$ cat src/rtl/fetch_pkg.sv
// fetch_pkg: definitions shared by the instruction-fetch block.
//   - fetch_state_t : fetch FSM state encoding (IDLE / REQ / DISCARD)
//   - ADDR_W_DEFAULT, DATA_W_DEFAULT : default PC and instruction widths
//   - PC_INC : byte increment between consecutive instruction words
package fetch_pkg;

    localparam int ADDR_W_DEFAULT = 10;
    localparam int DATA_W_DEFAULT = 32;
    localparam int PC_INC         = 4;

    typedef enum logic [1:0] {
        IDLE    = 2'd0,
        REQ     = 2'd1,
        DISCARD = 2'd2
    } fetch_state_t;

endpackage

$ cat src/rtl/fetch_fifo.sv
// fetch_fifo: small synchronous show-ahead FIFO with a registered head entry.
// Ports:
//   clk        : clock, all state changes on the rising edge
//   reset      : asynchronous active-low reset
//   push       : write push_data this cycle (caller guarantees a free slot)
//   pop        : consume the head entry (ignored when empty)
//   flush      : empty the FIFO; overrides push and pop
//   push_data  : entry to write
//   head       : registered head entry, valid whenever level != 0
//   level      : number of stored entries
module fetch_fifo
    import fetch_pkg::*;
#(
    parameter int WIDTH = ADDR_W_DEFAULT + DATA_W_DEFAULT,
    parameter int DEPTH = 4,
    parameter logic [WIDTH-1:0] RESET_HEAD = '0
) (
    input  logic                    clk,
    input  logic                    reset,
    input  logic                    push,
    input  logic                    pop,
    input  logic                    flush,
    input  logic [WIDTH-1:0]        push_data,
    output logic [WIDTH-1:0]        head,
    output logic [$clog2(DEPTH):0]  level
);

    localparam int PTR_W = $clog2(DEPTH);
    localparam int LVL_W = PTR_W + 1;

    logic [WIDTH-1:0] mem [DEPTH];

    logic [PTR_W-1:0] rd_ptr_reg, rd_ptr_next;
    logic [PTR_W-1:0] wr_ptr_reg, wr_ptr_next;
    logic [PTR_W-1:0] rd_ptr_inc;
    logic [LVL_W-1:0] level_reg, level_next;
    logic [WIDTH-1:0] head_reg, head_next;
    logic             pop_ok;

    assign pop_ok     = pop && (level_reg != '0);
    assign rd_ptr_inc = rd_ptr_reg + PTR_W'(1);

    // Storage array; no reset needed, entries are only read once written.
    always_ff @(posedge clk) begin
        if (push) begin
            mem[wr_ptr_reg] <= push_data;
        end
    end

    always_comb begin
        rd_ptr_next = rd_ptr_reg;
        wr_ptr_next = wr_ptr_reg;
        level_next  = level_reg;
        head_next   = head_reg;
        if (flush) begin
            rd_ptr_next = '0;
            wr_ptr_next = '0;
            level_next  = '0;
        end else begin
            if (push) begin
                wr_ptr_next = wr_ptr_reg + PTR_W'(1);
            end
            if (pop_ok) begin
                rd_ptr_next = rd_ptr_inc;
            end
            if (push && !pop_ok) begin
                level_next = level_reg + LVL_W'(1);
            end else if (!push && pop_ok) begin
                level_next = level_reg - LVL_W'(1);
            end
            // Head register tracks the oldest entry so it is visible without a pop.
            // When the FIFO drains to one entry and a push lands in the same
            // cycle, the pushed word bypasses the array into the head.
            if (pop_ok) begin
                if (level_reg > LVL_W'(1)) begin
                    head_next = mem[rd_ptr_inc];
                end else if (push) begin
                    head_next = push_data;
                end
            end else if (push && (level_reg == '0)) begin
                head_next = push_data;
            end
        end
    end

    always_ff @(posedge clk or negedge reset) begin
        if (!reset) begin
            rd_ptr_reg <= '0;
            wr_ptr_reg <= '0;
            level_reg  <= '0;
            head_reg   <= RESET_HEAD;
        end else begin
            rd_ptr_reg <= rd_ptr_next;
            wr_ptr_reg <= wr_ptr_next;
            level_reg  <= level_next;
            head_reg   <= head_next;
        end
    end

    assign head  = head_reg;
    assign level = level_reg;

endmodule

$ cat src/rtl/instruction_fetch.sv
// instruction_fetch: sequential instruction-fetch requester (memory port 1).
// Issues word reads at the PC, tags each acknowledged word with its PC and
// buffers it in a show-ahead FIFO drained by the decoder (valid/ready).
// A redirect restarts fetching at a new PC and discards stale data,
// including a response still in flight.
// Build option: define FETCH_BURST_EN to keep requesting back-to-back words
// while the FIFO has room (mem_burst_en then mirrors mem_en).
// Ports:
//   clk, reset (async, active-low)
//   redirect_valid, redirect_pc     : flush and refetch from redirect_pc
//   mem_en, mem_burst_en, mem_we, mem_addr, mem_di : request to controller
//   mem_ack, mem_do                 : acknowledge and read data
//   instr_valid, instr_data, instr_pc, instr_ready : decoder handshake
//   fifo_level                      : current FIFO occupancy
module instruction_fetch
    import fetch_pkg::*;
#(
    parameter int ADDR_W = ADDR_W_DEFAULT,
    parameter int DATA_W = DATA_W_DEFAULT,
    parameter int FIFO_DEPTH = 4,
    parameter logic [ADDR_W-1:0] RESET_PC = '0
) (
    input  logic                         clk,
    input  logic                         reset,
    input  logic                         redirect_valid,
    input  logic [ADDR_W-1:0]            redirect_pc,
    output logic                         mem_en,
    output logic                         mem_burst_en,
    output logic                         mem_we,
    output logic [ADDR_W-1:0]            mem_addr,
    output logic [DATA_W-1:0]            mem_di,
    input  logic                         mem_ack,
    input  logic [DATA_W-1:0]            mem_do,
    output logic                         instr_valid,
    output logic [DATA_W-1:0]            instr_data,
    output logic [ADDR_W-1:0]            instr_pc,
    input  logic                         instr_ready,
    output logic [$clog2(FIFO_DEPTH):0]  fifo_level
);

    localparam int LVL_W = $clog2(FIFO_DEPTH) + 1;

    fetch_state_t state_reg, state_next;
    logic [ADDR_W-1:0] pc_reg, pc_next;
    logic [ADDR_W-1:0] redirect_pc_aligned;
    logic fifo_push, fifo_pop, fifo_flush, fifo_full;
    logic [ADDR_W+DATA_W-1:0] fifo_head;

    assign redirect_pc_aligned = redirect_pc & ~ADDR_W'(3);
    assign fifo_pop  = instr_valid && instr_ready;
    assign fifo_full = (fifo_level == LVL_W'(FIFO_DEPTH));

`ifdef FETCH_BURST_EN
    localparam int LA_W = LVL_W + 1;
    logic [LA_W-1:0] level_after_push;
    logic            room_after_push;

    // Occupancy once this cycle's push and any concurrent pop have landed.
    assign level_after_push = {1'b0, fifo_level} + LA_W'(1) - LA_W'(fifo_pop);
    assign room_after_push  = (level_after_push < LA_W'(FIFO_DEPTH));
    assign mem_burst_en     = mem_en;
`else
    assign mem_burst_en = 1'b0;
`endif

    always_comb begin
        state_next = state_reg;
        pc_next    = pc_reg;
        fifo_push  = 1'b0;
        fifo_flush = 1'b0;
        case (state_reg)
            IDLE: begin
                if (redirect_valid) begin
                    fifo_flush = 1'b1;
                    pc_next    = redirect_pc_aligned;
                end else if (!fifo_full) begin
                    // Entering REQ reserves a free slot for the eventual push.
                    state_next = REQ;
                end
            end
            REQ: begin
                if (redirect_valid) begin
                    fifo_flush = 1'b1;
                    pc_next    = redirect_pc_aligned;
                    // A simultaneous ack retires the request; otherwise its
                    // ack is still owed and must be swallowed in DISCARD.
                    state_next = mem_ack ? IDLE : DISCARD;
                end else if (mem_ack) begin
                    fifo_push  = 1'b1;
                    pc_next    = pc_reg + ADDR_W'(PC_INC);
                    state_next = IDLE;
`ifdef FETCH_BURST_EN
                    if (room_after_push) begin
                        state_next = REQ;
                    end
`endif
                end
            end
            DISCARD: begin
                if (redirect_valid) begin
                    pc_next = redirect_pc_aligned;
                end
                if (mem_ack) begin
                    state_next = IDLE;
                end
            end
            default: begin
                state_next = IDLE;
            end
        endcase
    end

    always_ff @(posedge clk or negedge reset) begin
        if (!reset) begin
            state_reg <= IDLE;
            pc_reg    <= RESET_PC;
        end else begin
            state_reg <= state_next;
            pc_reg    <= pc_next;
        end
    end

    fetch_fifo #(
        .WIDTH      (ADDR_W + DATA_W),
        .DEPTH      (FIFO_DEPTH),
        .RESET_HEAD ({RESET_PC, {DATA_W{1'b0}}})
    ) u_fifo (
        .clk       (clk),
        .reset     (reset),
        .push      (fifo_push),
        .pop       (fifo_pop),
        .flush     (fifo_flush),
        .push_data ({pc_reg, mem_do}),
        .head      (fifo_head),
        .level     (fifo_level)
    );

    assign mem_en      = (state_reg == REQ);
    assign mem_we      = 1'b0;
    assign mem_addr    = pc_reg;
    assign mem_di      = '0;
    assign instr_valid = (fifo_level != '0);
    assign instr_pc    = fifo_head[ADDR_W+DATA_W-1:DATA_W];
    assign instr_data  = fifo_head[DATA_W-1:0];

endmodule

$ cat config.mk
export PLATFORM = sky130hd
export DESIGN_NAME = instruction_fetch
export DESIGN_NICKNAME = d
export VERILOG_FILES = /design/src/rtl/fetch_pkg.sv /design/src/rtl/fetch_fifo.sv /design/src/rtl/instruction_fetch.sv
export SDC_FILE = /design/constraint.sdc
export NUM_CORES = 1
export LEC_CHECK = 0
export CAP_MARGIN = 10
export CORE_ASPECT_RATIO = 0.7
export CORE_UTILIZATION = 60
export CTS_BUF_LIST = sky130_fd_sc_hd__clkbuf_4 sky130_fd_sc_hd__clkbuf_8
export DETAILED_ROUTE_END_ITERATION = 6
export PLACE_DENSITY_LB_ADDON = 0.2
export RECOVER_POWER = 100
export SETUP_SLACK_MARGIN = 0.4
export SLEW_MARGIN = 20
export SYNTH_ARGS = -nofsm -noshare
export SYNTH_HDL_FRONTEND = slang
export SYNTH_SLANG_ARGS = --single-unit
$ cat constraint.sdc
create_clock -name clk -period 3.39 [get_ports clk]
set_input_delay 0.8475 -clock clk [delete_from_list [all_inputs] [get_ports clk]]
set_output_delay 0.8475 -clock clk [all_outputs]
set_load 0.01 [all_outputs]
## After elaboration in Yosys (flattened, before gate mapping)

Memory sizes are Yosys's and may differ from the RTL's.
Cells that the tools add are included.

- Bits in registers: 61
- RAM bits: 168
- Input bits: 47
- Output and inout port bits: 91
- Memories: 1

Memory list:

| memory | words | bits a word | read ports | clocked after memory_dff | wr ports | line | RTL |
|---|---|---|---|---|---|---|---|
| u_fifo.mem | 4 | 42 | 1 | 0 | 1 | fetch_fifo.sv:31 | `logic [WIDTH-1:0] mem [DEPTH];` |

- Add/sub/neg operators: 5
- $lt $le $gt $ge: 1
- Eq/ne operators: 8
- Multiplexer cells: 28
- Bitwise gates (word level): 1
- Reduce and logical (&&, ||, !) cells: 20

Operator list:

| cell | count |
|---|---|
| 42-bit two-way mux | 4 |
| 10-bit two-way mux | 3 |
| 10-bit one-hot mux with 2 select lines | 1 |
| 2-bit two-way mux | 9 |
| 10-bit by 3-bit adder with 10-bit output (second input constant) | 1 |
| 3-bit two-way mux | 3 |
| 2-bit nonzero test | 4 |
| 1-bit two-way mux | 7 |
| 3-bit by 2-bit != test with 1-bit output (second input constant) | 2 |
| 2-bit one-hot mux with 3 select lines | 1 |
| 3-bit AND reduction | 2 |
| 3-bit nonzero test | 2 |
| 1-bit logical AND | 5 |
| 2-bit by 1-bit adder with 2-bit output (second input constant) | 2 |
| 2-bit != test (second input constant) | 2 |
| 2-bit OR reduction | 2 |
| 3-bit by 1-bit adder with 3-bit output (second input constant) | 1 |
| 3-bit equality test (second input constant) | 1 |
| 3-bit by 1-bit > comparator with 1-bit output (second input constant) | 1 |
| 3-bit logical NOT | 1 |
| 3-bit by 1-bit subtractor with 3-bit output (second input constant) | 1 |
| 2-bit by 1-bit equality test with 1-bit output (second input constant) | 1 |
| 2-bit equality test (second input constant) | 1 |
| 1-bit logical NOT | 2 |
| 4 further kinds | 4 |

## Depth between registers and ports, before layout

Gate-level depths: netlist (run 1).

- Depth after elaboration: 8
- Depth in mapped cells: 8

## Hierarchy

From an unflattened synthesis (run 1), not the netlist that was laid out.

- Cells, all modules: 532
- Area total of the unflattened synthesis: 9708.1 µm²

Modules (own cells, without submodules):

| module | instances | cells an instance | area an instance (µm²) |
|---|---|---|---|
| fetch_fifo | 1 | 424 | 8768.4 |
| instruction_fetch | 1 | 108 | 939.7 |

## Least setup slack after synthesis (run 1)

No wires, ideal clock.

- Path type: input port to flip-flop
- From: in redirect_valid
- To: mem u_fifo.mem[0][0] (netlist bit), enable pin
- Library setup time: 0.401 ns
- Data arrival time: 2.220 ns
- Required time: 2.989 ns
- Slack: 0.768 ns
- Stages on the path: 3
- Path buffers: 1
- Cells stage by stage: and4bb_1 buf_4 and2_1

- Word-level cells in the longest chain between the ends: 4

RTL lines:

| element | line | RTL |
|---|---|---|
| start: declaration | instruction_fetch.sv:25 | `input logic redirect_valid,` |
| 1-bit two-way mux | instruction_fetch.sv:82 | `if (redirect_valid) begin` |
| 1-bit two-way mux | instruction_fetch.sv:71 | `case (state_reg)` |
| 1-bit two-way mux | fetch_fifo.sv:45 | `if (push) begin` |
| 1-bit two-way mux (not written as such) | fetch_fifo.sv:46 | `mem[wr_ptr_reg] <= push_data;` |
| end: declaration | fetch_fifo.sv:31 |  |

No other way between the ends.

## Worst setup path after layout (run 1)

- From: in redirect_valid
- To: mem u_fifo.mem[0][31] (netlist bit), enable pin

Same word-level chain as after synthesis.

==> impl_metrics.yaml, run 1 <==
outcome:
  status: "completed"
route:
  first_pass_iters: 4
  vias: 4723
  viasPerCell: 5.58
  drc: 0
  ant_nets: 0
  finalWirelength_um: 16700
  drt_iter0_drc: 311
  wire_per_inst_um: 19.8
cells_and_area:
  fillers: 882
  multi_input_area_sq_um: 2560
  layout-drive-gt1-share_pct: 29.6
  stdcell_count: 846
  largest_reg_flops: 160
  area_growth_pct: 19.1
  diodes: 0
  fin_nets: 682
  seqCellArea_sq_um: 6230
placement:
  io_buffers: 97
  place_inst: 787
  hpwl_um: 10200
  gp_congestion: 0.820
floorplan:
  core_area_sq_um: 14800
  die-area_sq_um: 15700
  rows: 37
  fp.dieW_um: 149
  die-height_um: 105
  start_util_pct: 61.7
  io_pins: 138
sta:
  rsz0062_at_grt: "no"
  tightest_slew_ns: 1.41
  timing.fmax_mhz: 337
  relSlewSlack_pct: 6.04
  post-route-period-util_pct: 87.7
  drv_slew: 0
  min_period_ns: 2.97
  final.setup.tns_ns: 0
  setup_viol: 0
  hold_viol: 0
  fin_skew_ns: 0.0139
synthesis:
  seq_area_frac_synth_pct: 68.4
  synth_common_cells: "edfxtp_1, mux2_2, dfrtp_1, buf_4, mux4_2"
  yosysWarnings: 0
  async_flop_share_pct: 26.3
  syn_avg_cell_area_sq_um: 18.1
  synth_top_area_share_pct: 52.7
  netlist_instances: 503
  synth.area.top_cells: "edfxtp_1, dfrtp_1, mux2_2"
  netlist_area_sq_um: 9110
  synth_top_cell_by_area: "edfxtp_1"
  ys_types: 40
  synth.most_common_cell: "edfxtp_1"
  ys.flop_type: "edfxtp_1"
  synth_seq_cells: 217
  synth_edf_count: 160
grt:
  globalRouteOverflowTotal: 0
  grt_pass1_wl_um: 26800
  antenna_found_initial: 0
  grt_usage_pct: 22.7
  grt_pass1_vias: 4995
  grt_start_max_net_pins: 41
power_and_ir_drop:
  ir_drop_mv: 0.395
  power.density_nw_per_um2: 736
  swShare_pct: 27.6
  p_seq_share_pct: 44.3
  comb_power_share_pct: 28.5
  p_int_w: 0.00578
  p_leak_nw: 3.90
  clock_power_share_pct: 27.2
  p_switching_w: 0.00221
worst_setup_path:
  cp.arrival_ns: 3.12
  start_kind: "primary input"
  end_kind: "register"
  path_class: "in -> reg"
  crit_required_ns: 3.54
  path_max_fanout: 40
cts:
  clock_path_buffers: 3
  postCtsHoldBufs: 0
  path_clk_slew_ns: 0.07
  clock-sinks: 217
  cts.htree.levels: 1
  clk_latency_ns: 0.55
  numCtsBuffers: 31
  cts_tree: "done"
  clock-root-buffer: "clkbuf_8"
worst_hold_path:
  holdCritPathClass: "reg -> reg"
run:
  max_cap_violations: 0
power groups by stage:
stage / Combinational, W / Sequential [W] / Clock (W)
final: 0.00227 / 0.00354 / 0.00217
after global routing: 0.00245 / 0.00359 / 0.00234
after CTS: 0.00244 / 0.00356 / 0.00222
after detailed placement: 0.00242 / 0.00361 / 0
after global placement: 0.00236 / 0.00358 / 0
after floorplan: 0.00136 / 0.00362 / 0
routing by layer:
| layer | track usage (%) | up-vias | part of all wire (%) |
|---|---|---|---|
| met4 | 4.37 | 0 | 0.97 |
| met5 | 0 | - | 0 |
| met2 | 36.7 | 158 | 50 |
| met1 | 32.7 | 2428 | 44 |
| li1 | - | 2120 | - |
| met3 | 4.54 | 17 | 5.6 |
worst max-delay path, cell delays in order:
cell,delay (ns)
dlygate4sd3_1,0.59
and4bb_1,0.52
and2_2,0.22
clkbuf_2,0.93
cell usage in the layout (no fill, tap or decap), drive strengths merged, types with 2 or more instances in the layout:
cell           Yosys  final
edfxtp           160    160
dlygate4sd3        0     85
mux2              80     80
dfrtp             57     57
clkbuf             5     57
mux4              40     40
conb               1     38
nand2             17     17
nor2              11     11
a21oi             11     11
clkdlybuf4s50      0     10
ha                 9      9
clkinv             0      8
buf               56      8
inv                7      7
o21ai              7      7
nor2b              5      5
nand3              5      5
and2               4      4
xor2               3      3
o22ai              3      3
a211oi             2      2
o21bai             2      2
xnor2              2      2
a22oi              2      2
bufinv             0      2
o21a               2      2
stage by stage:
step	total power [W]	utilization, %	worst slack (ns)	hold slack [ns]	area (sq um)
finish	0.00799	73.5	0.418	0.500	10900
global route	0.00838	73.5	0.312	0.521	10900
CTS	0.00822	74.1	0.586	0.299	10900
detailed placement	0.00603	69.4	0.494	0.493	10300
global placement	0.00594	69.4	0.555	0.486	10300
floorplan	0.00498	-	0.768	0.473	9250
final cells by class:
class / count / area share, %
well taps: 195 / 2.25
repair buffers: 114 / 10.2
multi-input cells: 255 / 23.6
inverters: 7 / 0.242
clock buffers: 47 / 5.32
flip-flops and latches: 217 / 57.4
clock inverters: 11 / 0.957
final timing paths:
kind / startpoint / to / slack (ns) / cells past startpoint
hold / removal: u_fifo.head[2]$_DFFE_PN0P_ / u_fifo.head[2]$_DFFE_PN0P_ / 0.50 / 1
setup reg to reg: state_reg[1]$_DFFE_PN0P_ / u_fifo.mem[0][31]$_DFFE_PP_ / 0.90 / 3
setup / recovery: redirect_valid / u_fifo.mem[0][31]$_DFFE_PP_ / 0.42 / 4
min in group asynchronous: reset / u_fifo.head[26]$_DFFE_PN0P_ / 0.61 / 1
hold reg to reg: u_fifo.head[2]$_DFFE_PN0P_ / u_fifo.head[2]$_DFFE_PN0P_ / 0.50 / 1
max in group asynchronous: reset / u_fifo.head[19]$_DFFE_PN0P_ / 0.95 / 2
kinds of logic (layout without fill, tap and decap cells):
family                   Yosys count  count (layout)  synth area share, %
multiplexers                     121             121                 19.9
buffers and inverters             68             179                 5.05
flip-flops                       217             217                 68.4
AO/OA/AOI/OAI                     32              32                 2.18
adder cells (fa/ha/maj)            9               9                 1.24
XOR/XNOR                           5               5                0.481
other                              1              38               0.0412
AND/OR/NAND/NOR                   50              50                 2.70
repair_timing:
action,4_1_cts,5_1_grt
resized for setup,2,0
buffers inserted,1,0
setup endpoints to repair,1,0
(Power assumes the default switching activity.)
==> run 2, diff against run 1 <==
--- a/config.mk
+++ b/config.mk
@@ -7,9 +7,10 @@
 export LEC_CHECK = 0
 export CAP_MARGIN = 10
 export CORE_ASPECT_RATIO = 0.7
-export CORE_UTILIZATION = 60
+export CORE_UTILIZATION = 46
 export CTS_BUF_LIST = sky130_fd_sc_hd__clkbuf_4 sky130_fd_sc_hd__clkbuf_8
 export DETAILED_ROUTE_END_ITERATION = 6
+export GPL_ROUTABILITY_DRIVEN = 0
 export PLACE_DENSITY_LB_ADDON = 0.2
 export RECOVER_POWER = 100
 export SETUP_SLACK_MARGIN = 0.4
==> constraint.sdc (replaced) <==
create_clock -name clk -period 3.39 [get_ports clk]
set_input_delay 0.8475 -clock clk [delete_from_list [all_inputs] [get_ports clk]]
set_output_delay 0.8475 -clock clk [all_outputs]
set_load 0.1 [all_outputs]
==> run 2 against run 1 <==
The run now ends with capacitance limit, slew limit left. Global-route usage down 5.4 points. Sequential power up 1%. Clock power hardly changed. Critical path depth increased by 1. Clock skew grew 0.012 ns. Utilization fell by 18 points. Maximum frequency grew 2.7%. Die area increased by 30%. First-iteration DRC count grew 5.5%.
==> impl_metrics.yaml, run 2 (same netlist as run 1, synthesis figures left out) <==
cts:
  numCtsBuffers: 34
  clock_path_buffers: 3
  cts_tree: "done"
  cts.htree.levels: 2
  path_clk_slew_ns: 0.06
  postCtsHoldBufs: 0
  clock-root-buffer: "clkbuf_8"
  clk_latency_ns: 0.51
  clock-sinks: 217
sta:
  relSlewSlack_pct: -6.60
  finalWorstSetupSlack_ns: 0.498
  drv_slew: 58
  rsz0062_at_grt: "no"
  final.setup.tns_ns: 0
  timing.fmax_mhz: 346
  post-route-period-util_pct: 85.3
  fin_skew_ns: 0.0263
  hold_viol: 0
  tightest_slew_ns: 1.60
  min_period_ns: 2.89
  setup_viol: 0
worst_setup_path:
  end_kind: "primary output"
  path_class: "reg -> out"
  cp.arrival_ns: 2.04
  start_kind: "register"
  slowest_delay_ns: 0.40
  path_max_fanout: 6
  crit_chain: "inv_1 > ha_1 > nor2b_1 > clkinvlp_4 > buf_4"
  slowest_stage: "dfrtp_1"
  crit_required_ns: 2.54
floorplan:
  start_util_pct: 47.6
  io_pins: 138
  die-height_um: 120
  die-area_sq_um: 20400
  fp.dieW_um: 170
  core_area_sq_um: 19100
  rows: 42
route:
  first_pass_iters: 4
  drt_iter0_drc: 328
  vias: 4701
  finalWirelength_um: 16600
  ant_nets: 0
  wire_per_inst_um: 18.1
  drc: 0
  viasPerCell: 5.11
placement:
  post-place-ws_ns: 0.534
  io_buffers: 97
  placed_cell_area_sq_um: 10200
  hpwl_um: 9820
grt:
  globalRouteOverflowTotal: 0
  grt_pass1_vias: 4797
  grt_start_max_net_pins: 58
  grt_pass1_wl_um: 26500
  antenna_found_initial: 1
  grt_usage_pct: 17.3
cells_and_area:
  stdcell_area_sq_um: 10600
  final_core_util_pct: 55.6
  largest_reg_flops: 160
  fin_nets: 685
  final_common_cell: "edfxtp_1"
  layout-drive-gt1-share_pct: 29.5
  mostFrequentLayoutCells: "edfxtp_1, mux2_2, clkbuf_1"
  area_growth_pct: 16.7
worst_hold_path:
  holdCritPathClass: "reg -> reg"
power_and_ir_drop:
  p_leak_nw: 3.72
  ir_drop_mv: 0.657
  power.density_nw_per_um2: 933
  totalPowerFinal_w: 0.00992
outcome:
  violations: "capacitance limit, slew limit"
  status: "complete, but fails checks"
run:
  max_cap_violations: 1
run 2: changes by cell type in the layout (fill, tap and decap cells not counted), sizes merged, moves of 2 or more:
cell and change:
buf +4, clkbuf +49, clkinv +4, diode +2
dlygate4sd3 -52
run 2: cell type report:
| class | instances | area (sq um) |
|---|---|---|
| fill | 1562 | 8490 |
| clock inverter | 14 | 87.6 |
| inverter | 7 | 30.0 |
| timing repair buffer | 114 | 796 |
| antenna | 2 | 5.00 |
| multi-input combinational | 255 | 2560 |
| tap | 264 | 330 |
| sequential | 217 | 6240 |
| clock buffer | 47 | 591 |
run 2: metrics by stage:
step,std cells,hold WS (ns)
3_3_place_gp,857,0.488
3_5_place_dp,857,0.496
2_1_floorplan,540,0.473
6_report,920,0.503
5_1_grt,919,0.520
4_1_cts,918,0.511
run 2: worst paths after layout:
path                                                   from                               end  slack [ns]  cells past startpoint
max in group asynchronous                             reset  u_fifo.rd_ptr_reg[1]$_DFFE_PN0P_        1.39                      2
worst min-delay path            u_fifo.head[24]$_DFFE_PN0P_       u_fifo.head[24]$_DFFE_PN0P_        0.50                      1
worst min register to register  u_fifo.head[24]$_DFFE_PN0P_       u_fifo.head[24]$_DFFE_PN0P_        0.50                      1
worst max register to register  u_fifo.level[1]$_DFFE_PN0P_       u_fifo.head[41]$_DFFE_PN0P_        0.86                      8
worst max-delay path            u_fifo.level[1]$_DFFE_PN0P_                       instr_valid        0.50                      5
min in group asynchronous                             reset           mem_addr[2]$_DFFE_PN0P_        0.84                      2
run 2: power by group:
| group | switching [W] | internal (W) | leakage [nW] | total, W |
|---|---|---|---|---|
| logic | 0.00318 | 0.00101 | 1.24 | 0.00419 |
| registers | 0.000344 | 0.00323 | 2.12 | 0.00358 |
| clock network | 0.000944 | 0.00121 | 0.357 | 0.00215 |
run 2: timing repair:
item / 4_1_cts / 5_1_grt
endpoints found under the setup margin: 0 / 1
gates resized for setup: 0 / 1
setup buffers: 0 / 0
run 2: layer usage:
layer	track usage [%]	vias to the layer above	routed length, um
met2	25.6	136	7600
met1	25.6	2403	7710
met3	4.06	29	1050
met4	5.35	0	258
met5	0	-	0
li1	-	2133	-
run 2: worst max-delay path: cells and delay by family (launching register included):
family | cells | cell delay, ns
flip-flops | 1 | 0.40
buffers and inverters | 3 | 0.60
adder cells (fa/ha/maj) | 1 | 0.22
AND/OR/NAND/NOR | 1 | 0.33
==> run 3, diff against run 2 <==
--- a/config.mk
+++ b/config.mk
@@ -11,7 +11,8 @@
 export CTS_BUF_LIST = sky130_fd_sc_hd__clkbuf_4 sky130_fd_sc_hd__clkbuf_8
 export DETAILED_ROUTE_END_ITERATION = 6
 export GPL_ROUTABILITY_DRIVEN = 0
-export PLACE_DENSITY_LB_ADDON = 0.2
+export GPL_TIMING_DRIVEN = 0
+export PLACE_DENSITY = 0.7
 export RECOVER_POWER = 100
 export SETUP_SLACK_MARGIN = 0.4
 export SLEW_MARGIN = 20
==> run 3 against run 2 <==
The flow now finishes without violations. Critical endpoint is now u_fifo.mem[0][14]$_DFFE_PP_. Clock power is 3% higher. Final area is 5.8% higher. First-iteration DRC count is 1.5% higher. Power is 3.7% higher. Worst setup slack worse by 0.15 ns. Global-route usage is 0.97 points higher. Clock skew is 0.0020 ns lower. Largest power group unchanged.
==> impl_metrics.yaml, run 3 (same netlist as run 1, synthesis figures left out) <==
route:
  wire_per_inst_um: 18.1
  routed-wl-met3_um: 1110
  drt_iter0_drc: 333
  vias: 4941
  m1WireLength_um: 7920
  ant_nets: 0
  first_pass_iters: 6
  finalWirelength_um: 17500
  dr_wl_met2_um: 8250
  drc: 0
  viasPerCell: 5.10
  routed.top_layer: "met5"
sta:
  timing.fmax_mhz: 328
  relSlewSlack_pct: 2.93
  tightest_slew_ns: 1.46
  setup_viol: 0
  min_period_ns: 3.05
  finalWorstSetupSlack_ns: 0.344
  drv_slew: 0
  hold_viol: 0
  post-route-period-util_pct: 89.9
  rsz0062_at_grt: "yes"
  fin_skew_ns: 0.0243
power_and_ir_drop:
  p_int_w: 0.00576
  p_switching_w: 0.00453
  p_leak_nw: 4.13
  clock_power_share_pct: 21.5
  totalPowerFinal_w: 0.0103
  comb_power_share_pct: 44.6
  ir_drop_mv: 0.910
  swShare_pct: 44.0
  p_seq_share_pct: 33.9
  power.density_nw_per_um2: 915
cts:
  numCtsBuffers: 34
  clock-sinks: 217
  clock_path_buffers: 3
  clock-root-buffer: "clkbuf_8"
  cts_tree: "done"
  clk_latency_ns: 0.50
  path_clk_slew_ns: 0.06
  post_cts_buffers: 0
  cts.htree.levels: 2
worst_setup_path:
  start_kind: "primary input"
  crit_required_ns: 3.56
  path_max_fanout: 23
  end_kind: "register"
  cp.arrival_ns: 3.22
  path_class: "in -> reg"
cells_and_area:
  area_growth_pct: 23.4
  largest_reg_flops: 160
  final_core_util_pct: 58.8
  fillers: 1500
  layout-drive-gt1-share_pct: 33.9
  mostFrequentLayoutCells: "edfxtp_1, mux2_2, dlygate4sd3_1"
  fin_nets: 734
  diodes: 0
  final_common_cell: "edfxtp_1"
floorplan:
  rows: 42
  die-height_um: 120
  core_area_sq_um: 19100
  start_util_pct: 47.6
  fp.dieW_um: 170
  io_pins: 138
  die-area_sq_um: 20400
grt:
  grt_start_max_net_pins: 52
  antenna_found_initial: 1
  grt_pass1_vias: 5246
  grt_usage_pct: 18.3
  globalRouteOverflowTotal: 0
  grt_pass1_wl_um: 28500
run:
  max_cap_violations: 0
outcome:
  status: "completed"
placement:
  hpwl_um: 11400
  io_buffers: 97
  post-place-ws_ns: 0.184
worst_hold_path:
  holdCritPathClass: "in -> async"
-- run 3: through the flow --
| stage | setup TNS, ns | cells | hold WS, ns | area (sq um) |
|---|---|---|---|---|
| 2_1_floorplan | 0 | 540 | 0.473 | 9260 |
| 3_3_place_gp | -113.28 | 901 | 0.487 | 10600 |
| 3_5_place_dp | 0 | 906 | 0.493 | 10700 |
| 4_1_cts | 0 | 968 | 0.159 | 11400 |
| 5_1_grt | 0 | 968 | 0.263 | 11200 |
| 6_report | 0 | 968 | 0.268 | 11200 |
-- run 3: area by class of cell --
class                           count  area, sq um  share of cell area [%]
Buffer                             61          420                    3.74
Clock buffer                       55          669                    5.95
Clock inverter                      7         31.3                   0.278
Inverter                            7         30.0                   0.267
Multi-Input combinational cell    255         2550                    22.7
Sequential cell                   217         6230                    55.4
Tap cell                          264          330                    2.94
Timing Repair Buffer              102          978                    8.70
-- run 3: power groups by stage --
stage | Clock (W) | Combinational, W | Sequential, W
floorplan | 0 | 0.00163 | 0.00559
global placement | 0 | 0.00473 | 0.00353
detailed placement | 0 | 0.00478 | 0.00355
CTS | 0.00227 | 0.00477 | 0.00350
global route | 0.00239 | 0.00478 | 0.00354
finish | 0.00222 | 0.00459 | 0.00348
-- run 3: repair_timing --
| action | CTS | global route |
|---|---|---|
| gates resized for setup | 14 | 5 |
| setup endpoints to repair | 10 | 3 |
| hold buffers | 0 | 0 |
-- run 3: worst paths after layout --
| kind | start | endpoint | slack [ns] | cells past startpoint |
|---|---|---|---|---|
| setup / recovery | redirect_valid | u_fifo.mem[0][14]$_DFFE_PP_ | 0.34 | 5 |
| hold / removal | reset | mem_addr[9]$_DFFE_PN0P_ | 0.27 | 1 |
| setup reg to reg | u_fifo.level[1]$_DFFE_PN0P_ | u_fifo.head[11]$_DFFE_PN0P_ | 0.81 | 7 |
| hold reg to reg | u_fifo.head[23]$_DFFE_PN0P_ | u_fifo.head[23]$_DFFE_PN0P_ | 0.50 | 1 |
| max in group asynchronous | reset | u_fifo.head[10]$_DFFE_PN0P_ | 1.35 | 2 |
| min in group clk | u_fifo.head[23]$_DFFE_PN0P_ | u_fifo.head[23]$_DFFE_PN0P_ | 0.50 | 1 |
-- run 3: per-layer routing --
| layer | GRT usage [%] | vias up |
|---|---|---|
| li1 | - | 2227 |
| met1 | 25.5 | 2512 |
| met4 | 4.39 | 2 |
| met3 | 4.39 | 24 |
| met2 | 29.3 | 176 |
| met5 | 0 | - |
-- run 3: worst max-delay path, stage by stage --
cell and delay [ns]:
dlygate4sd3_1 0.59, and4bb_1 0.29, clkbuf_1 0.32, and2_1 0.88
buf_12 0.29
==> variant 1: new RTL, flow settings as in run 3 <==
The option `FETCH_BURST_EN` is turned on by a define.
--- a/src/rtl/instruction_fetch.sv
+++ b/src/rtl/instruction_fetch.sv
@@ -12,6 +12,8 @@
 //   mem_ack, mem_do                 : acknowledge and read data
 //   instr_valid, instr_data, instr_pc, instr_ready : decoder handshake
 //   fifo_level                      : current FIFO occupancy
+`define FETCH_BURST_EN
+
 module instruction_fetch
     import fetch_pkg::*;
 #(
Function: changed (a bounded check fails within 4 cycles, from zero or initial values and one cycle with reset low).
==> variant 1 against run 3 <==
The flow now finishes with violations (max-capacitance violations). Routed wire length increased by 0.38%. First-iteration DRC count is 17% higher. Cell count did not move. Core utilization down 0.43 points. Sequential cell count is the same. Non-clock buffer count shrank 3. Area after synthesis is essentially flat. Sequential power increased by 3%. Worst setup slack got worse by 0.011 ns. Final area decreased by 0.46%. Total power is 3.3% higher. Critical endpoint is now u_fifo.head[12]$_DFFE_PN0P_.
==> variant 1: results (changes against run 3) <==
status - finished with violations
failing checks - max-capacitance violations
vias per cell - 4.979 (-2.4%)
Placement Setup Slack - 0.2316 ns (+0.04763 ns)
CP max-delay cell - dlygate4sd3_1
# port buffers - 98 (+1.0%)
final worst slack - 0.3326 ns (-0.01112 ns)
proportion of synthesized area in mux cells - 0.1987 (-0.0005756)
largest cells by area after synthesis - edfxtp_1 (53%), dfrtp_1 (16%), mux2_2 (9.9%)
Post-Place Cell Area - 10600 µm² (-0.62%)
Worst-Margin Slew - 1.493 ns (+0.03703 ns)
xor/xnor cell area share of the yosys netlist - 0.004802 (about the same)
Finished Layout Cells - 968 (unchanged)
Worst-path clk slew - 0.06 ns (about the same)
First-pass DRT Iterations - 4 (-2)
vias in the first global route - 5173 (-1.4%)
largest net degree at the start of global routing - 41 (-21%)
layout cells sized above 1 - 0.3324 (-0.007102)
Synth Area in Adders - 0.01235 (about the same)
reg-to-reg slack, setup - 0.79 ns (-0.02 ns)
Wirelength per Cell - 18.16 µm (+0.38%)
worst hold path class - reg -> reg
wire length of the first global-routing pass - 27930 µm (-1.8%)
synth cell count leaders - edfxtp_1 (160), mux2_2 (80), dfrtp_1 (57), buf_4 (43), mux4_2 (40)
Max Fanout on Critical Path - 10 (-57%)
Yosys cell types - 36 (-10%)
max FFs per register - 160 (unchanged)
clk buf depth - 3 (unchanged)
Hold Path Stages - 1
CTS root buffer - clkbuf_8
GRT Total Usage - 0.1816 (-0.001591)
Mapped Cells - 506 (+0.60%)
H-tree Lvls - 2 (unchanged)
ys async rst share - 0.2627 (unchanged)
DRC violation total after the first TritonRoute iteration - 388 (+17%)
Clock Skew - 0.01688 ns (-0.007418 ns)
ys flop type - edfxtp_1
RR Startpoint - u_fifo.level[0]$_DFFE_PN0P_
hpwl dp - 11020 µm (-3.0%)
Reg-to-Reg End - u_fifo.head[12]$_DFFE_PN0P_
Peak supply drop - 0.7633 mV (-16%)
Hold Path Sink - u_fifo.head[28]$_DFFE_PN0P_
Post-Route Hold Slack - 0.4981 ns (+0.2301 ns)
fillers - 1470 (-2.0%)
nets - 734 (unchanged)
cells on worst reg2reg path - 7 (unchanged)
placed cell count - 905 (-0.11%)
leakage power - 4.072 nW (-1.3%)
register area - 6231 µm² (unchanged)
number of synthesized flops with an enable pin - 160 (unchanged)
CTS buffer count - 35 (+2.9%)
Max stage delay on crit path - 0.65 ns (-0.23 ns)
max-cap viol count - 1 (+1)
Compound-Gate Fraction of Synth Area - 0.02511 (+0.003275)
CP arrival - 3.42 ns (+0.20 ns)
sequential cell area fraction in the yosys report - 0.6832 (about the same)
variant 1: cell types whose count changed in the layout (fill, tap and decap cells not counted), sizes merged, moves of 2 or more:
cell    change
or3         +2
buf         -8
clkinv      +5
nand2       -4
a21oi       +5
o21ai       +2
variant 1: layout make-up:
class / count / share of cell area
clock buffer: 50 / 0.05644
inverter: 6 / 0.002347
buffer: 61 / 0.03755
timing repair buffer: 99 / 0.08059
clock inverter: 13 / 0.007041
sequential: 217 / 0.5566
multi-input combinational: 258 / 0.2299
tap: 264 / 0.02951
variant 1: metal layers:
layer  share of wire  global-route usage  up-vias  wire, µm
li1                -                   -     2225         -
met1            0.46              0.2579     2412      8033
met2            0.47              0.2833      154      8213
met3           0.061             0.04288       27      1072
met4           0.014             0.04617        2       244
met5         0.00074                   0        -        13
variant 1: worst reg2reg max path, cell delays in order, from the launching register on:
cell and delay, ns:
dfrtp_1 0.47, inv_1 0.12, ha_1 0.24, nor2b_1 0.19, o21a_1 0.20, o21bai_1 0.46, clkbuf_2 0.42, mux2_2 0.40
variant 1: cells by family after synthesis:
| family | count (synthesis) |
|---|---|
| AND/OR/NAND/NOR | 47 |
| flip-flops | 217 |
| adder cells (fa/ha/maj) | 9 |
| AO/OA/AOI/OAI | 39 |
| XOR/XNOR | 5 |
| multiplexers | 121 |
| buffers and inverters | 67 |
| other | 1 |
variant 1: where the power goes:
part	switching (mW)	total (mW)	internal, mW
sequential	0.288	3.59	3.30
combinational	3.50	4.77	1.27
clock	0.986	2.26	1.28
variant 1: what timing repair did:
| item | CTS | global route |
|---|---|---|
| buffers inserted | 0 | 0 |
| resized for setup | 17 | 4 |
| setup endpoints to repair | 13 | 2 |
| pin swaps | 0 | 0 |
==> variant 2: new RTL, flow settings as in run 3 <==
Without the edit above. The 3 states of `fetch_state_t` get a one-hot encoding in 3 bits.
--- a/src/rtl/fetch_pkg.sv
+++ b/src/rtl/fetch_pkg.sv
@@ -8,10 +8,10 @@
     localparam int DATA_W_DEFAULT = 32;
     localparam int PC_INC         = 4;
 
-    typedef enum logic [1:0] {
-        IDLE    = 2'd0,
-        REQ     = 2'd1,
-        DISCARD = 2'd2
+    typedef enum logic [2:0] {
+        IDLE    = 3'b001,
+        REQ     = 3'b010,
+        DISCARD = 3'b100
     } fetch_state_t;
 
 endpackage
Formal check against the unedited RTL: same outputs for any inputs over 4 cycles, from zero or initial values and one cycle with reset low; so few cycles prove little.
==> variant 2 against run 3 <==
Sequential cell count increased by 1. Total power decreased by 1.1%. Non-clock buffer count increased by 3. Combinational power decreased by 3%. Largest cell class unchanged. Cell count increased by 1.7%. Sequential power increased by 2%. Critical path type is now reg -> out. Worst setup slack improved by 0.032 ns. Area after synthesis decreased by 1.1%. Routed wire length increased by 6.6%. Clock skew decreased by 0.016 ns. Hold slack improved by 0.095 ns. Final area decreased by 1.8%. Maximum frequency increased by 1.1%.
==> variant 2: results (changes against run 3) <==
buffering overhead - 0.1212 (-0.003227)
Clock Sinks - 218 (+0.46%)
synth cell count leaders - edfxtp_1 (160), dfrtp_1 (57), nor2b_1 (45), a221o_1 (41)
CP max-delay cell - clkbuf_1
worst-skew pair later-pin latency - 0.55 ns (+0.05 ns)
multi-input gate share of total cell area - 0.2195 (-0.007651)
wire length of the first global-routing pass - 29240 µm (+2.7%)
Mean Syn Cell Area - 17.13 µm² (-5.5%)
sequential cell area fraction in the yosys report - 0.6946 (+0.01080)
status - completed
final worst-path cycle share - 0.8892 (-0.009430)
H-tree Lvls - 1 (-1)
vias per cell - 5.252 (+2.9%)
Max stage delay on crit path - 0.86 ns (-0.02 ns)
reg-to-reg slack, setup - 0.75 ns (-0.06 ns)
Critical Path Sink - mem_en
Peak supply drop - 0.6152 mV (-32%)
ys async rst share - 0.2661 (+0.003382)
pwr/cell area - 921.5 nW/µm² (+0.73%)
vias in the first global route - 5311 (+1.2%)
fillers - 1532 (+2.1%)
First-pass DRT Iterations - 4 (-2)
RR Startpoint - state_reg[0]$_DFFE_PN1P_
CP arrival - 2.17 ns (-1.05 ns)
leakage power - 4.074 nW (-1.3%)
CTS-repair resized insts - 16 (+2)
Finished Layout Cells - 984 (+1.7%)
Clock Skew - 0.008728 ns (-0.01557 ns)
GRT Total Usage - 0.1914 (+0.008264)
clock buf count - 47 (-15%)
Max Fanout on Critical Path - 8 (-65%)
Post-Place Cell Area - 10530 µm² (-1.3%)
placed cell count - 927 (+2.3%)
clk tree area frac - 0.06018 (-0.002121)
largest cells by area after synthesis - edfxtp_1 (53%), dfrtp_1 (16%), mux4_2 (10%)
hpwl dp - 11780 µm (+3.7%)
largest net degree at the start of global routing - 45 (-13%)
DRC violation total after the first TritonRoute iteration - 368 (+11%)
nets - 751 (+2.3%)
## variant 2: changes by cell type after synthesis, moves of 5 or more
cell,before,now
nor2b_1,5,45
buf_2,5,14
nand2_1,17,12
mux2_2,80,0
and3_1,1,7
a221o_1,0,41
## variant 2: worst reg2reg max path: cells and delay by family, from the launching register on
family          cells  cell delay (ns)
flops               1             0.51
buf+inv             3             0.92
compound gates      2             0.43
simple gates        3             0.66
## variant 2: cell families after synthesis
family,Yosys count,synth area share
compound gates,80,0.07139
xor+xnor,7,0.006806
fa+ha+maj,8,0.01111
buf+inv,73,0.05236
flops,218,0.6946
mux,42,0.1022
other cells,1,0.0004163
simple gates,97,0.06111
## variant 2: layer usage
layer | global-route usage | wire length [µm]
met1 | 0.2831 | 8528
met2 | 0.3007 | 8755
met3 | 0.03390 | 1100
met4 | 0.03660 | 267
met5 | 0 | 10
## variant 2: power breakdown
group | switching [mW] | internal (mW)
sequential | 0.302 | 3.26
combinational | 3.28 | 1.17
clock | 0.967 | 1.20
total | 4.55 | 5.62
